**config.mk**
```make
export PLATFORM = sky130hd
export DESIGN_NAME = seg_display_scan_flat
export DESIGN_NICKNAME = d
export VERILOG_FILES = /design/src/rtl/seg_display_scan_if.sv /design/src/rtl/seg_display_scan.sv /design/src/flat_wrapper.sv
export SDC_FILE = /design/constraint.sdc
export NUM_CORES = 1
export LEC_CHECK = 0
export CAP_MARGIN = 30
export CORE_MARGIN = 2
export CORE_UTILIZATION = 47
export DETAILED_ROUTE_END_ITERATION = 10
export GPL_TIMING_DRIVEN = 0
export PLACE_DENSITY = 0.75
export RECOVER_POWER = 100
export SYNTH_ARGS = -nofsm -noshare
export SYNTH_HDL_FRONTEND = slang
export SYNTH_SLANG_ARGS = --single-unit
```
**constraint.sdc**
```tcl
create_clock -name clk -period 1.8 [get_ports clk]
set_input_delay 0.18 -clock clk [delete_from_list [all_inputs] [get_ports clk]]
set_output_delay 0.18 -clock clk [all_outputs]
set_load 0.01 [all_outputs]
```
**src/rtl/seg_display_scan_if.sv**
```systemverilog
// -----------------------------------------------------------------------------
// seg_display_scan_if
// Bundle between the alarm-clock digit register bank and the multiplexed
// seven-segment display driver.
//
// Signals
//   digits      [15:0] BCD digits, [3:0] = rightmost digit 0, [15:12] = digit 3
//   dp          [3:0]  decimal point request per digit, active-high
//   blink_mask  [3:0]  digits to blink, active-high
//   en                 display enable, active-high
//   seg         [6:0]  segments {g,f,e,d,c,b,a}, active-low
//   dp_n               decimal point, active-low
//   an          [3:0]  digit anodes, active-low, at most one bit low
//   frame_start        one-cycle pulse when a new snapshot is taken
//
// Modports
//   master : register-bank / board side (drives digit data, observes pins)
//   slave  : display driver
// -----------------------------------------------------------------------------
interface seg_display_scan_if;
    logic [15:0] digits;
    logic [3:0]  dp;
    logic [3:0]  blink_mask;
    logic        en;
    logic [6:0]  seg;
    logic        dp_n;
    logic [3:0]  an;
    logic        frame_start;

    modport master (
        output digits, dp, blink_mask, en,
        input  seg, dp_n, an, frame_start
    );

    modport slave (
        input  digits, dp, blink_mask, en,
        output seg, dp_n, an, frame_start
    );
endinterface

```
**src/rtl/seg_display_scan.sv**
```systemverilog
// -----------------------------------------------------------------------------
// seg_display_scan
// Multiplexed four-digit seven-segment display driver. The BCD digits are
// snapshotted once per scan frame (at the idx 3->0 wrap) so a digit update
// arriving mid-frame never tears the display; one digit at a time is then
// driven through registered active-low anode and segment lines.
//
// Parameters
//   SCAN_DIV      clock cycles per digit slot (2 .. 2^20)
//   BLINK_FRAMES  frames per blink half-period (1 .. 1023), blink builds only
//
// Ports
//   clk   system clock, rising edge
//   rst   asynchronous, active-low reset
//   bus   seg_display_scan_if.slave (digit data in, display pins out)
//
// Optional feature
//   SEG_SCAN_BLINK_EN  when defined, digits selected by the snapshotted
//                      blink_mask are blanked on alternate BLINK_FRAMES-frame
//                      periods. When undefined, blink_mask is ignored.
// -----------------------------------------------------------------------------
module seg_display_scan #(
    parameter int unsigned SCAN_DIV     = 32'd50000,
    parameter int unsigned BLINK_FRAMES = 32'd64
) (
    input  logic               clk,
    input  logic               rst,
    seg_display_scan_if.slave  bus
);

    localparam int unsigned    CNT_W   = (SCAN_DIV > 32'd1) ? $clog2(SCAN_DIV) : 32'd1;
    localparam logic [CNT_W-1:0] CNT_MAX = CNT_W'(SCAN_DIV - 32'd1);

    // Active-low seven-segment decode; codes A-F blank the digit.
    function automatic logic [6:0] seg_decode(input logic [3:0] nib);
        logic [6:0] code;
        case (nib)
            4'd0:    code = 7'h40;
            4'd1:    code = 7'h79;
            4'd2:    code = 7'h24;
            4'd3:    code = 7'h30;
            4'd4:    code = 7'h19;
            4'd5:    code = 7'h12;
            4'd6:    code = 7'h02;
            4'd7:    code = 7'h78;
            4'd8:    code = 7'h00;
            4'd9:    code = 7'h10;
            default: code = 7'h7F;
        endcase
        return code;
    endfunction

    logic [CNT_W-1:0] r_cnt;
    logic [1:0]       r_idx;
    logic [15:0]      r_snap;
    logic [3:0]       r_dp_snap;

    logic             w_tick;
    logic             w_wrap;
    logic             w_blink_blank;
    logic [3:0]       w_nibble;

    logic [3:0]       w_an_nxt;
    logic [6:0]       w_seg_nxt;
    logic             w_dp_n_nxt;
    logic             w_fs_nxt;

    assign w_tick   = (r_cnt == CNT_MAX);
    // The frame boundary: last cycle of digit 3's slot.
    assign w_wrap   = w_tick && (r_idx == 2'd3);
    assign w_nibble = r_snap[{r_idx, 2'b00} +: 4];

    // Prescaler and digit index; both freeze while the display is disabled.
    always_ff @(posedge clk or negedge rst) begin
        if (!rst) begin
            r_cnt <= {CNT_W{1'b0}};
            r_idx <= 2'd0;
        end else if (bus.en) begin
            if (w_tick) begin
                r_cnt <= {CNT_W{1'b0}};
                r_idx <= r_idx + 2'd1;
            end else begin
                r_cnt <= r_cnt + CNT_W'(1'b1);
            end
        end
    end

    // Frame snapshot of digit data, taken only at the idx 3->0 wrap.
    always_ff @(posedge clk or negedge rst) begin
        if (!rst) begin
            r_snap    <= 16'h0000;
            r_dp_snap <= 4'b0000;
        end else if (bus.en && w_wrap) begin
            r_snap    <= bus.digits;
            r_dp_snap <= bus.dp;
        end
    end

`ifdef SEG_SCAN_BLINK_EN
    localparam int unsigned     FC_W   = (BLINK_FRAMES > 32'd1) ? $clog2(BLINK_FRAMES) : 32'd1;
    localparam logic [FC_W-1:0] FC_MAX = FC_W'(BLINK_FRAMES - 32'd1);

    logic [3:0]      r_mask_snap;
    logic [FC_W-1:0] r_frame_cnt;
    logic            r_phase;

    // Blink mask snapshot and frame counter; the phase flips at the same wrap
    // edge that starts the new frame so a whole frame shares one phase.
    always_ff @(posedge clk or negedge rst) begin
        if (!rst) begin
            r_mask_snap <= 4'b0000;
            r_frame_cnt <= {FC_W{1'b0}};
            r_phase     <= 1'b0;
        end else if (bus.en && w_wrap) begin
            r_mask_snap <= bus.blink_mask;
            if (r_frame_cnt == FC_MAX) begin
                r_frame_cnt <= {FC_W{1'b0}};
                r_phase     <= ~r_phase;
            end else begin
                r_frame_cnt <= r_frame_cnt + FC_W'(1'b1);
            end
        end
    end

    assign w_blink_blank = r_phase & r_mask_snap[r_idx];
`else
    logic w_unused_blink;

    // Blink is not built: the mask input and blink period are intentionally unused.
    assign w_unused_blink = ^{bus.blink_mask, BLINK_FRAMES[0]};
    assign w_blink_blank  = 1'b0;
`endif

    // Next values for the display pins from the current index and snapshot.
    always_comb begin
        w_an_nxt   = 4'b1111;
        w_seg_nxt  = 7'h7F;
        w_dp_n_nxt = 1'b1;
        w_fs_nxt   = 1'b0;
        if (bus.en) begin
            w_an_nxt = ~(4'b0001 << r_idx);
            w_fs_nxt = w_wrap;
            if (w_blink_blank) begin
                w_seg_nxt  = 7'h7F;
                w_dp_n_nxt = 1'b1;
            end else begin
                w_seg_nxt  = seg_decode(w_nibble);
                w_dp_n_nxt = ~r_dp_snap[r_idx];
            end
        end else begin
            w_an_nxt   = 4'b1111;
            w_seg_nxt  = 7'h7F;
            w_dp_n_nxt = 1'b1;
            w_fs_nxt   = 1'b0;
        end
    end

    // Registered display pins and frame_start pulse.
    always_ff @(posedge clk or negedge rst) begin
        if (!rst) begin
            bus.an          <= 4'b1111;
            bus.seg         <= 7'h7F;
            bus.dp_n        <= 1'b1;
            bus.frame_start <= 1'b0;
        end else begin
            bus.an          <= w_an_nxt;
            bus.seg         <= w_seg_nxt;
            bus.dp_n        <= w_dp_n_nxt;
            bus.frame_start <= w_fs_nxt;
        end
    end

endmodule

```
**src/flat_wrapper.sv**
```systemverilog
// flat-port wrapper written by rule: the top's interface ports become plain ports
module seg_display_scan_flat 
#(
    parameter int unsigned SCAN_DIV     = 32'd50000,
    parameter int unsigned BLINK_FRAMES = 32'd64
)
  (clk, rst, bus_digits, bus_dp, bus_blink_mask, bus_en, bus_seg, bus_dp_n, bus_an, bus_frame_start);
  seg_display_scan_if bus_i ();
  input  logic clk;
  input  logic rst;
  input wire logic [$bits(bus_i.digits)-1:0] bus_digits;
  input wire logic [$bits(bus_i.dp)-1:0] bus_dp;
  input wire logic [$bits(bus_i.blink_mask)-1:0] bus_blink_mask;
  input wire logic [$bits(bus_i.en)-1:0] bus_en;
  output wire logic [$bits(bus_i.seg)-1:0] bus_seg;
  output wire logic [$bits(bus_i.dp_n)-1:0] bus_dp_n;
  output wire logic [$bits(bus_i.an)-1:0] bus_an;
  output wire logic [$bits(bus_i.frame_start)-1:0] bus_frame_start;
  assign bus_i.digits = bus_digits;
  assign bus_i.dp = bus_dp;
  assign bus_i.blink_mask = bus_blink_mask;
  assign bus_i.en = bus_en;
  assign bus_seg = bus_i.seg;
  assign bus_dp_n = bus_i.dp_n;
  assign bus_an = bus_i.an;
  assign bus_frame_start = bus_i.frame_start;
  seg_display_scan #(.SCAN_DIV(SCAN_DIV), .BLINK_FRAMES(BLINK_FRAMES)) u_core (.clk(clk), .rst(rst), .bus(bus_i));
endmodule
```
---- Yosys cells after proc, flatten, opt, wreduce, memory -nomap -nowiden ----
Memories as Yosys holds them, arrays and structs flattened.
Cells that the tools add are included.
word-level totals
  flip-flop bits (word level) ............. 51
  ROM bits ................................ 112
  input port bits ......................... 27
  output and inout port bits .............. 13
  logic and storage cells ................. 28
  memories ................................ 1
memories
  memory           depth  bits a word  read ports  clocked after memory_dff  wr ports  line                    source
  (no name shown)  16     7            1           0                         0         seg_display_scan.sv:37  case (nib)
operators by class
  add/subtract/negate cells ............... 2
  $lt $le $gt $ge ......................... 1
  equality and inequality tests ........... 2
  shift-type cells ........................ 2
  mux-type cells .......................... 7
  bitwise gates (word level) .............. 2
  reductions and logical operators ........ 3
operators with widths
  kind                     count
  $add A16 B1 Y16 const B  1
  $eq A16 B16 Y1 const B   1
  $mux W16                 1
  $shiftx A16 B5 Y4        1
  $mux W7                  1
  $mux W4                  1
  $not A4 Y4               1
  $shl A1 B2 Y4 const A    1
  $lt A2 B3 Y1 const B     1
  $mux W1                  3
  $add A2 B1 Y2 const B    1
  $bmux W1 S2              1
  $eq A2 B2 Y1 const B     1
  $logic_and A1 B1 Y1      2
  $reduce_and A2 Y1        1
  $not A1 Y1               1

---- Depth between registers and ports, before layout ----
  depth after elaboration ................. 4
  depth in mapped cells ................... 7
  gate-level depth less buffers ........... 6

---- Least setup slack after synthesis ----
OpenSTA, ideal clock, no wires.
  path type ............................... reg2reg
  from .................................... register u_core.r_idx[0]
  to ...................................... register u_core.bus.seg[3]
  setup time .............................. 0.079 ns
  arrival time ............................ 1.707 ns
  required time ........................... 1.721 ns
  path slack .............................. 0.014 ns
  cell stages (with the launch flop) ...... 8
  path buffers ............................ 1
  clock period less this slack ............ 1.786 ns
  cell sequence ........................... dfrtp_1 -> buf_2 -> mux4_2 -> inv_1 -> ha_1 -> inv_1 -> mux2i_1 -> o21ai_0
on the way
  cells in the longest elaborated chain, start to end .. 3
ends and longest elaborated chain
  what                     line                       source
  start, declared          seg_display_scan.sv:54     logic [1:0] r_idx;
  start signal, assigned   seg_display_scan.sv:81     r_idx <= r_idx + 2'd1;
  $shiftx A16 B5 Y4        seg_display_scan.sv:71     assign w_nibble = r_snap[{r_idx, 2'b00} +: 4];
  $mem_v2 Z16 W7           -
  $mux W7                  seg_display_scan.sv:140    if (bus.en) begin
  net u_core.w_seg_nxt[3]  seg_display_scan.sv:64     logic [6:0] w_seg_nxt;
  end signal, assigned     seg_display_scan.sv:167    bus.seg <= w_seg_nxt;
  end, declared            seg_display_scan_if.sv:37  output seg, dp_n, an, frame_start
The timed path passes the listed nets, and every way through them passes these cells.
A chain may end at the register's enable or synchronous reset.

---- Final worst setup path ----
  from .................................... register u_core.r_cnt[0]
  to ...................................... register u_core.r_cnt[15]
on the way
  cells in the longest elaborated chain, start to end .. 2
  elaborated cells between the ends (all ways) .. 3
  classes of those cells .................. add/sub: 1; eq/ne: 1; mux: 1
ends and longest elaborated chain
  what                                               line                                            source
  start, declared                                    seg_display_scan.sv:53                          logic [CNT_W-1:0] r_cnt;
  start signal, assigned                             seg_display_scan.sv:76                          r_cnt <= {CNT_W{1'b0}};
  start signal, assigned                             seg_display_scan.sv:80                          r_cnt <= {CNT_W{1'b0}};
  start signal, assigned                             seg_display_scan.sv:83                          r_cnt <= r_cnt + CNT_W'(1'b1);
  $add A16 B1 Y16 or $eq A16 B16 Y1 (tied branches)  seg_display_scan.sv:83, seg_display_scan.sv:68
  $mux W16 *                                         seg_display_scan.sv:79                          if (w_tick) begin
Mark *: on every way between the ends. The rest lies on a longest branch, timed or not.

==> impl_metrics.csv <==
group,metric,value,unit
sta,rsz0062_at_grt,"yes",
synthesis,synth_area_leader_cell,"dfrtp_1",
synthesis,ys_warn_count,0,
sta,fmax,537,MHz
floorplan,die_x,74.9,µm
synthesis,yosysMostFrequentCell,"dfrtp_1",
floorplan,core_area,4790,µm²
clock_network,clk_latency,0.31,ns
synthesis,postSynth.asyncResetShare,100,%
floorplan,die-area,5610,µm²
synthesis,seq_area_frac_synth,54.6,%
clock_network,cts_made_buffers,5,
placement,dp_hpwl,2.92,mm
sta,finalWorstSetupSlack,-0.0606,ns
setup_path,crit_cells,5,
floorplan,row_count,25,
global_route,grt_max_degree,33,
setup_path,critPathBufInv,1,
global_route,grt_overflow_total,0,
cells_and_area,fin_util,66.3,%
routing,vias,1649,
setup_path,startpoint_type,"flip-flop",
pwr,p_leak,1.37,nW
setup_path,max_stage_delay,0.52,ns
worst_hold_path,hold_path_depth,2,
synthesis,synth_cell_types,36,
synthesis,avgSynthCellArea,12.4,µm²
setup_path,worstPathRequired,2.03,ns
routing,totalWireLength,4.44,mm
synthesis,synth_cells,190,
routing,viasPerCell,5.20,
setup_path,worstPathMaxFanout,4,
floorplan,die_h,74.9,µm
setup_path,cp_slowest_cell,"or4_1",
routing,antenna_left,0,
routing,dr.pass1.iters,4,
synthesis,syn-num-nets,227,
cells_and_area,final_cells,317,
setup_path,cp_data_arrival_time,2.09,ns
setup_path,path_cells,"buf_4, nand4_4, or3_4, or4_1, a21oi_2",
sta,report.final.setup_viol,17,
routing,drcViolationCount,0,
synthesis,synth-seq-cells,51,
synthesis,synthTopCellsByArea,"dfrtp_1, dfstp_2, mux2_2",
cells_and_area,final_layout_size_suffix_gt1_share,34.0,%
worst_hold_path,hold_path_class,"primary input to flip-flop",
pwr,power_density,796,nW/µm²
placement,gp_congestion,0.779,
clock_network,numClockSinks,51,
cells_and_area,nNetsFinal,286,
synthesis,synthDominantCellAreaShare,41.3,%
cells_and_area,n_antenna_cell,0,
setup_path,criticalPathCategory,"flip-flop to flip-flop",
sta,hold_viol_final,0,
setup_path,crit_family,"simple AND/OR/NAND/NOR gates",
routing,drt-initial-drc-count,86,
sta,fin_crit,1.86,ns
floorplan,start_util,49.4,%
pwr,ir_worst_vdd,0.540,mV
synthesis,synth-edff-count,0,
flow_run,cap_violations,0,
synthesis,synth_area,2360,µm²
global_route,grt_pass1_vias,1526,
sta,fin_crit_sh,103,%
cells_and_area,syn_to_final_growth,34.1,%
outcome,outcome,"finished with violations",
global_route,antenna_found_initial,0,
cells_and_area,nFillCells,351,
clock_network,h-tree-depth,2,
setup_path,worst_setup_path_end_kind,"flip-flop",
sta,tightestPinTransition,1.10,ns
clock_network,cts.path.max_buffers,2,
setup_path,reg2reg_depth,5,
clock_network,cts_tree,"yes",
sta,max_slew_margin,26.5,%
placement,place.port_buffers,35,
synthesis,synthFlopType,"dfrtp_1",
outcome,violations,"negative setup slack",
floorplan,ios,40,
routing,wl_per_cell,14.0,µm
sta,slew_viol_final,0,
global_route,grt_pass1_wl,6.87,mm
clock_network,cts_root_buffer,"clkbuf_8",
clock_network,clk_pin_slew,0.09,ns
sta,skew,0.0119,ns
synthesis,synth_common_cells,"dfrtp_1, mux2_2, nand2_1",
global_route,grtUsageTotal,16.6,%
placement,dp_cells,293,
## registers in the layout, summed over array words and instances (netlist names)
register / cells
u_core.r_cnt: 16
u_core.bus.frame_start: 1
u_core.bus.an: 4
u_core.r_dp_snap: 4
u_core.r_idx: 2
u_core.bus.dp_n: 1
u_core.bus.seg: 7
u_core.r_snap: 16
## logic make-up (layout without fill, tap and decap cells)
kind of cell    count (synthesis)  after routing  share of synthesized area (%)
mux                            29             29                           16.0
simple gates                   52             52                           12.1
fa+ha+maj                      10             10                           5.29
compound gates                 18             18                           4.44
buf+inv                        18             78                           3.12
xor+xnor                       12             12                           4.44
flops                          51             51                           54.6
## where the power goes
part	total [mW]	leakage [nW]	internal, mW	switching, mW
combinational	0.364	0.674	0.204	0.160
sequential	1.38	0.645	1.25	0.137
clock	0.777	0.0524	0.416	0.361
total	2.53	1.37	1.87	0.658
## per-stage QoR
stage / total power, mW / instance area, µm² / worst slack, ns / hold WS (ns) / TNS (ns)
after detailed placement: 1.65 / 2810 / -0.270 / 0.154 / -3.73
after CTS: 2.45 / 2990 / -0.0170 / 0.342 / -0.0312
after floorplan: 1.51 / 2360 / 0.0144 / -0.116 / 0
after global routing: 2.64 / 3170 / -0.110 / 0.468 / -1.65
final: 2.53 / 3170 / -0.0606 / 0.471 / -0.502
after global placement: 1.64 / 2800 / -0.846 / 0.484 / -40.25
## final cells by class
class,count,area [µm²],share of cell area [%]
plain buffers,6,53.8,1.70
clock buffers,7,76.3,2.41
clock inverters,1,30.0,0.947
inverters,12,45.0,1.42
multi-input cells,121,1100,34.7
flip-flops and latches,51,1290,40.8
well taps,67,83.8,2.64
repair buffers,52,487,15.3
## what timing repair did
item / CTS / global route
buffers inserted: 4 / 10
resized for setup: 13 / 28
cloned: 0 / 1
setup endpoints to repair: 28 / 28
endpoints found under the hold margin: 10 / 0
pin swaps: 0 / 7
hold buffers: 1 / 0
## per-layer routing
layer	up-vias	part of all wire, %	GRT usage (%)	wire length (µm)
li1	784	-	-	-
met1	822	46	22.9	2050
met2	33	48	23.9	2120
met3	10	3.2	4.02	144
met4	0	2.7	9.52	119
met5	-	0	0	0
## layout by cell type, fill, tap and decap left out, types with 7 or more instances in the layout
cell              n
buf_4            15
clkdlybuf4s50_1  34
dfrtp_1          36
dfstp_2          12
ha_1              9
inv_1             9
mux2_2           15
nand2_1          13
nand3_1           7
xnor2_1           7
## worst paths after layout
path | to | start | slack, ns
setup / recovery | u_core.r_cnt[15]$_DFFE_PN0P_ | u_core.r_cnt[0]$_DFFE_PN0P_ | -0.06
hold / removal | u_core.r_snap[11]$_DFFE_PN0P_ | bus_digits[11] | 0.47
setup reg to reg | u_core.r_cnt[15]$_DFFE_PN0P_ | u_core.r_cnt[0]$_DFFE_PN0P_ | -0.06
hold reg to reg | u_core.r_snap[5]$_DFFE_PN0P_ | u_core.r_snap[5]$_DFFE_PN0P_ | 0.51
max in group asynchronous | u_core.bus.seg[1]$_DFF_PN1_ | rst | 0.41
min in group asynchronous | u_core.r_cnt[11]$_DFFE_PN0P_ | rst | 0.58
No activity file was read; power rests on OpenSTA's default activity.
